`src/rtl/fetch_stage.sv`:
```
// ============================================================================
// Module      : fetch_stage
// Description : Instruction fetch stage with PC, IF/ID register and a
//               IDLE/RUN/HALT controller; PC-relative branch resolution.
// Revision    : 1.0
// ============================================================================
`default_nettype none

module fetch_stage #(
  parameter int                ADDR_W     = 8,
  parameter int                INST_W     = 9,
  parameter logic [ADDR_W-1:0] RESET_ADDR = '0
) (
  input  logic              clock_i,
  input  logic              reset_n_i,
  input  logic              start_i,
  input  logic [ADDR_W-1:0] startadd_i,
  input  logic              branchb_i,
  input  logic              branchf_i,
  input  logic [ADDR_W-1:0] target_i,
  input  logic              stall_i,
  input  logic              halt_i,
  output logic [ADDR_W-1:0] rom_addr_o,
  input  logic [INST_W-1:0] rom_data_i,
  output logic [INST_W-1:0] ifid_inst_o,
  output logic [ADDR_W-1:0] ifid_pc_o,
  output logic              ifid_valid_o,
  output logic              running_o
);

  typedef enum logic [1:0] {
    IDLE = 2'd0,
    RUN  = 2'd1,
    HALT = 2'd2
  } state_t;

  state_t              r_state;
  logic [ADDR_W-1:0]   r_pc;
  logic [INST_W-1:0]   r_ifid_inst;
  logic [ADDR_W-1:0]   r_ifid_pc;
  logic                r_ifid_valid;
  logic                r_running;

  // Branches only resolve against a live IF/ID entry; backward wins a tie.
  logic                w_branch_taken;
  logic [ADDR_W-1:0]   w_branch_pc;

  assign w_branch_taken = r_ifid_valid & (branchb_i | branchf_i);
  assign w_branch_pc    = branchb_i ? (r_ifid_pc - target_i) : (r_ifid_pc + target_i);

  always_ff @(posedge clock_i or negedge reset_n_i) begin
    if (!reset_n_i) begin
      r_state      <= IDLE;
      r_pc         <= RESET_ADDR;
      r_ifid_inst  <= '0;
      r_ifid_pc    <= '0;
      r_ifid_valid <= 1'b0;
      r_running    <= 1'b0;
    end else begin
      case (r_state)
        IDLE: begin
          r_ifid_valid <= 1'b0;
          if (start_i) begin
            r_pc      <= startadd_i;
            r_state   <= RUN;
            r_running <= 1'b1;
          end
        end
        RUN: begin
          if (start_i) begin
            r_pc         <= startadd_i;
            r_ifid_valid <= 1'b0;
          end else if (halt_i) begin
            r_ifid_valid <= 1'b0;
            r_state      <= HALT;
            r_running    <= 1'b0;
          end else if (w_branch_taken) begin
            r_pc         <= w_branch_pc;
            r_ifid_valid <= 1'b0;
          end else if (!stall_i) begin
            r_ifid_inst  <= rom_data_i;
            r_ifid_pc    <= r_pc;
            r_ifid_valid <= 1'b1;
            r_pc         <= r_pc + 1'b1;
          end
        end
        HALT: begin
          r_ifid_valid <= 1'b0;
          if (start_i) begin
            r_pc      <= startadd_i;
            r_state   <= RUN;
            r_running <= 1'b1;
          end
        end
        default: begin
          r_state      <= IDLE;
          r_ifid_valid <= 1'b0;
          r_running    <= 1'b0;
        end
      endcase
    end
  end

  assign rom_addr_o   = r_pc;
  assign ifid_inst_o  = r_ifid_inst;
  assign ifid_pc_o    = r_ifid_pc;
  assign ifid_valid_o = r_ifid_valid;
  assign running_o    = r_running;

endmodule

`default_nettype wire

```
`config.mk`:
```
export PLATFORM = sky130hd
export DESIGN_NAME = fetch_stage
export DESIGN_NICKNAME = d
export VERILOG_FILES = /design/src/rtl/fetch_stage.sv
export SDC_FILE = /design/constraint.sdc
export NUM_CORES = 1
export LEC_CHECK = 0
export ABC_AREA = 1
export ABC_CLOCK_PERIOD_IN_PS = 2830
export BUFFER_PORTS_ARGS = -buffer_cell sky130_fd_sc_hd__buf_2
export CAP_MARGIN = 10
export CORE_MARGIN = 3
export CORE_UTILIZATION = 40
export CTS_CLUSTER_SIZE = 8
export DETAILED_ROUTE_END_ITERATION = 8
export HOLD_SLACK_MARGIN = 0.15
export PLACE_DENSITY = 0.76
export SYNTH_ARGS = -nofsm -noshare
export SYNTH_HDL_FRONTEND = slang
export SYNTH_SLANG_ARGS = --single-unit
```
`constraint.sdc`:
```
create_clock -name clock_i -period 2.83 [get_ports clock_i]
set_input_delay 0.283 -clock clock_i [delete_from_list [all_inputs] [get_ports clock_i]]
set_output_delay 0.283 -clock clock_i [all_outputs]
set_load 0.01 [all_outputs]
```
* Yosys cells after proc, flatten, opt, wreduce, memory -nomap -nowiden *
Cells that the tools add are included.

operators by class
  add/sub/neg operators = 3
  equal/unequal tests = 8
  multiplexer cells = 20
  bitwise operators = 6
  reductions and logical operators = 6

operator list
  kind                                                                      number
  8-bit 2-to-1 mux                                                          6
  8-bit one-hot mux with 2 select lines                                     1
  8-bit by 1-bit adder with 8-bit output (second input constant)            1
  8-bit adder                                                               1
  1-bit 2-to-1 mux                                                          8
  8-bit subtractor                                                          1
  2-bit 2-to-1 mux                                                          3
  5-bit inequality test (second input constant)                             1
  5-bit AND reduction                                                       1
  2-bit inequality test (second input constant)                             2
  4-bit inequality test (second input constant)                             1
  1-bit inverter                                                            4
  2-bit one-hot mux with 2 select lines                                     1
  4-bit AND reduction                                                       1
  3-bit inequality test (second input constant)                             1
  3-bit AND reduction                                                       1
  2-bit by 1-bit equality test with 1-bit output (second input constant)    1
  2-bit equality test (second input constant)                               1
  2-bit zero test                                                           1
  2-bit by 1-bit inequality test with 1-bit output (second input constant)  1
  1-bit one-hot mux with 2 select lines                                     1
  2-bit nonzero test                                                        1
  2-bit OR reduction                                                        1
  1-bit AND                                                                 1
  1-bit bitwise OR                                                          1

word-level totals
  register bits after elaboration = 29
  input bits = 32
  output and inout port bits = 27

* Longest topological paths before layout *
  depth after elaboration = 6
  depth in mapped cells = 19
  gate-level depth less buffers = 19

* Least setup slack after synthesis *
No wires, ideal clock.

  path kind = input -> register
  start point = input port target_i[0]
  end point = register r_pc[7], in the netlist rom_addr_o[7]
  library setup time = 116 ps
  data arrival time = 1,976 ps
  required time = 2,714 ps
  path slack = 738 ps
  cell stages on the path = 19
  buffers on the path = 0
  cell sequence = inv_1 > ha_1 > inv_1 > nor2_1 > nand2_1 > o31ai_1 > xnor2_1 > inv_1 > ha_1 > nand2_1 > inv_1 > nand2_1 > nand2_1 > a21oi_1 > nand3_1 > nand3_1 > nand2_1 > nand2_1 > nand2_1

on the way
  cells in the longest elaborated chain, start to end = 6
  elaborated cells between the ends (all ways) = 7

RTL lines
  what                                                    RTL line  text
  from (decl)                                             20        input logic [ADDR_W-1:0] target_i,
  8-bit adder / 8-bit subtractor (equally long branches)  49        assign w_branch_pc = branchb_i ? (r_ifid_pc - target_i) : (r_ifid_pc + target_i);
  8-bit 2-to-1 mux (*)                                    49
  8-bit 2-to-1 mux (*)                                    77        end else if (w_branch_taken) begin
  8-bit 2-to-1 mux (*)                                    73        end else if (halt_i) begin
  8-bit 2-to-1 mux (*)                                    70        if (start_i) begin
  8-bit one-hot mux with 2 select lines (*)               60        case (r_state)
  to (signal assigned)                                    64        r_pc <= startadd_i;
  to (signal assigned)                                    71        r_pc <= startadd_i;
  to (signal assigned)                                    78        r_pc <= w_branch_pc;
  to (decl)                                               38        logic [ADDR_W-1:0] r_pc;

Mark *: on every way between the ends. The rest lies on a longest branch, timed or not. The select of a mux whose other input is x is not followed.
A chain may end at the register's enable or synchronous reset.

* Worst setup path after layout *
Ends and elaborated chain as after synthesis.

==> results.ini <==
[power_and_ir_drop]
total_power_mw = 2.09
max-vdd-ir-drop_mv = 0.287
p_switching_mw = 0.867
pwr-share-clk = 0.151
power.density_mw_per_mm2 = 901
power.internal_mw = 1.22
seqPwrFrac = 0.343
swShare = 0.415
p_leak_nw = 1.28
power_frac_comb = 0.505

[cells_and_area]
regArea_um2 = 701
layout-drive-gt1-share = 0.279
multiInputGateArea_mm2 = 0.00103
num_antenna_cells = 0
final_nets = 348
layout.cells.non_filler = 357
area_growth_pct = 22.6
num-fill-cells = 453

[critical_path]
arrival_ps = 2320
endpoint_kind = register
crit_type = in -> reg
r2r_slack_ps = 990
cp.required_ps = 3000
startpoint_type = input port
crit_fanout = 4

[routing]
viasPerCell = 5.02
ant_nets = 0
first_iter_violations = 103
via_count = 1792
drc = 0
first_pass_iters = 4
wl_per_cell_um = 12.5
wl_um = 4470

[timing]
maxSlewViolCount = 0
fin_crit_sh = 0.758
fmax_mhz = 466
finalSetupViolCount = 0
worstMarginPinSlew_ps = 645
skew_ps = 4.81
fin_setup_tns_ps = 0
slew_headroom = 0.570
period_minus_slack_ps = 2140
rsz0062_at_grt = no
hold_violations = 0

[synthesis]
synth_common_cells = nand2_1, inv_1, dfrtp_1
syn_inst = 244
synth_area_per_cell_um2 = 7.75
seq_area_frac_synth = 0.371
ys.flop_type = dfrtp_1
synth_edf_count = 0
yosysTopAreaCellShare = 0.371
synth_top_area_cell = dfrtp_1
synth.most_common_cell = nand2_1
syn_nets = 286
async_flop_share = 1.00
yosysWarnings = 0
synth_area_mm2 = 0.00189
synthTopCellsByArea = dfrtp_1, nand2_1, nand3_1, inv_1, ha_1
ys_ff_latch = 28
synth.distinct_cells = 31

[die]
rows = 24
dieArea_mm2 = 0.00559
fp.dieH_um = 74.8
initial_core_util = 0.425
die_w_um = 74.8
io-pin-count = 59
core-area_mm2 = 0.00444

[cts]
cts_buffers = 3
cts-root-buf = clkbuf_8
cts_tree = built
clockBufferDepth = 2
cts_resized = 0
insertion_delay_ps = 270
clkTransAtPathRegs_ps = 100
htree_levels = 1
clock-sinks = 28

[grt]
grt_pass1_vias = 1660
use_met3 = 0.0240
grt_max_degree = 29
antenna_found_initial = 0
overflow = 0
grt.busiest_layer = met2
grt_pass1_wl_um = 7410
use_met1 = 0.241
grtUsageTotal = 0.168
gr-usage-met2 = 0.269

[placed_design]
dp.cells = 352
routabilityCongestion = 0.892
dp_hpwl_um = 3520
port_buffers = 58

[flow_run]
drv_cap = 0

[outcome]
outcome = finished clean

[worst_hold_path]
min_path_type = in -> reg

-- through the flow --
step / cell area (um^2) / setup slack (ps) / hold WS (ps) / utilization
finish: 2320 / 685 / 234 / 0.522
global route: 2320 / 440 / 227 / 0.522
CTS: 2320 / 692 / 229 / 0.522
detailed placement: 2240 / 397 / 359 / 0.503
global placement: 2240 / 502 / 350 / 0.503
floorplan: 1890 / 738 / -12.6 / -
-- layout by cell type, fill, tap and decap left out --
cell / count
a21o_1: 1
a21oi_1: 17
a22oi_1: 2
buf_2: 58
buf_4: 2
bufinv_16: 1
clkbuf_8: 3
dfrtp_1: 28
dlygate4sd3_1: 1
fa_1: 1
ha_1: 9
inv_1: 32
inv_2: 4
mux2_2: 5
mux2_4: 5
nand2_1: 50
nand2_2: 1
nand3_1: 26
nand3_4: 1
nand4_1: 2
nor2_1: 19
nor2_2: 1
nor3_1: 2
nor3_4: 1
o211ai_1: 1
o21ai_0: 20
o21ai_2: 1
o22ai_1: 1
o31ai_1: 1
or2_1: 1
or2_2: 2
xnor2_1: 3
xor2_1: 3
-- path summary, 6_finish.rpt --
check / start / endpoint / depth (start not counted)
hold / removal: rom_data_i[1] / ifid_inst_o[1] / 2
max in group asynchronous: reset_n_i / ifid_inst_o[3] / 2
hold reg to reg: ifid_inst_o[3] / ifid_inst_o[3] / 1
setup / recovery: target_i[0] / rom_addr_o[7] / 18
setup reg to reg: ifid_pc_o[0] / rom_addr_o[4] / 11
min in group asynchronous: reset_n_i / ifid_inst_o[4] / 2
-- sequential cells by signal, indices dropped and copies added, names as in the netlist --
register      count
ifid_inst_o       9
ifid_valid_o      1
ifid_pc_o         8
r_state           2
rom_addr_o        8
-- kinds of logic (layout without fill, tap and decap cells) --
group	count (synthesis)	after routing	synth area share
flops	28	28	0.371
mux	10	10	0.0695
fa+ha+maj	10	10	0.0702
compound gates	44	44	0.126
simple gates	106	106	0.252
buf+inv	40	101	0.0840
xor+xnor	6	6	0.0278
-- power by group through the flow --
stage	clock network (mW)	registers (mW)	logic (mW)
CTS	0.325	0.719	1.06
global route	0.340	0.750	1.20
global placement	0	0.723	1.03
finish	0.317	0.717	1.06
floorplan	0	0.790	0.626
detailed placement	0	0.728	1.05
-- final cells by class --
class / count / share of cell area
Clock buffer: 3 / 0.0178
Clock inverter: 1 / 0.0130
Inverter: 36 / 0.0583
Multi-Input combinational cell: 176 / 0.445
Sequential cell: 28 / 0.302
Tap cell: 52 / 0.0281
Timing Repair Buffer: 61 / 0.136
-- critical path, cell delays in order --
cell     delay, ps
buf_2          110
inv_1           70
ha_1           170
inv_1           50
nor2_1          80
nand2_1         70
o31ai_1        260
xnor2_1        160
inv_1           60
ha_1           310
a21oi_1        190
nand2_1         80
a21oi_1        130
nand3_1         80
nand3_1         70
nand2_1         50
nand2_1         50
nand2_1         40
-- layer usage --
| metal | vias up | part of all wire |
|---|---|---|
| met3 | 4 | 0.046 |
| met1 | 818 | 0.48 |
| met2 | 45 | 0.46 |
| met4 | 0 | 0.0072 |
| met5 | - | 0 |
| li1 | 925 | - |
-- repair_timing --
| item | 4_1_cts | 5_1_grt |
|---|---|---|
| hold buffers | 1 | 0 |
| setup buffers | 0 | 0 |
| endpoints found under the hold margin | 28 | 0 |
| setup endpoints to repair | 0 | 0 |
Power figures use the tool's default switching activity.
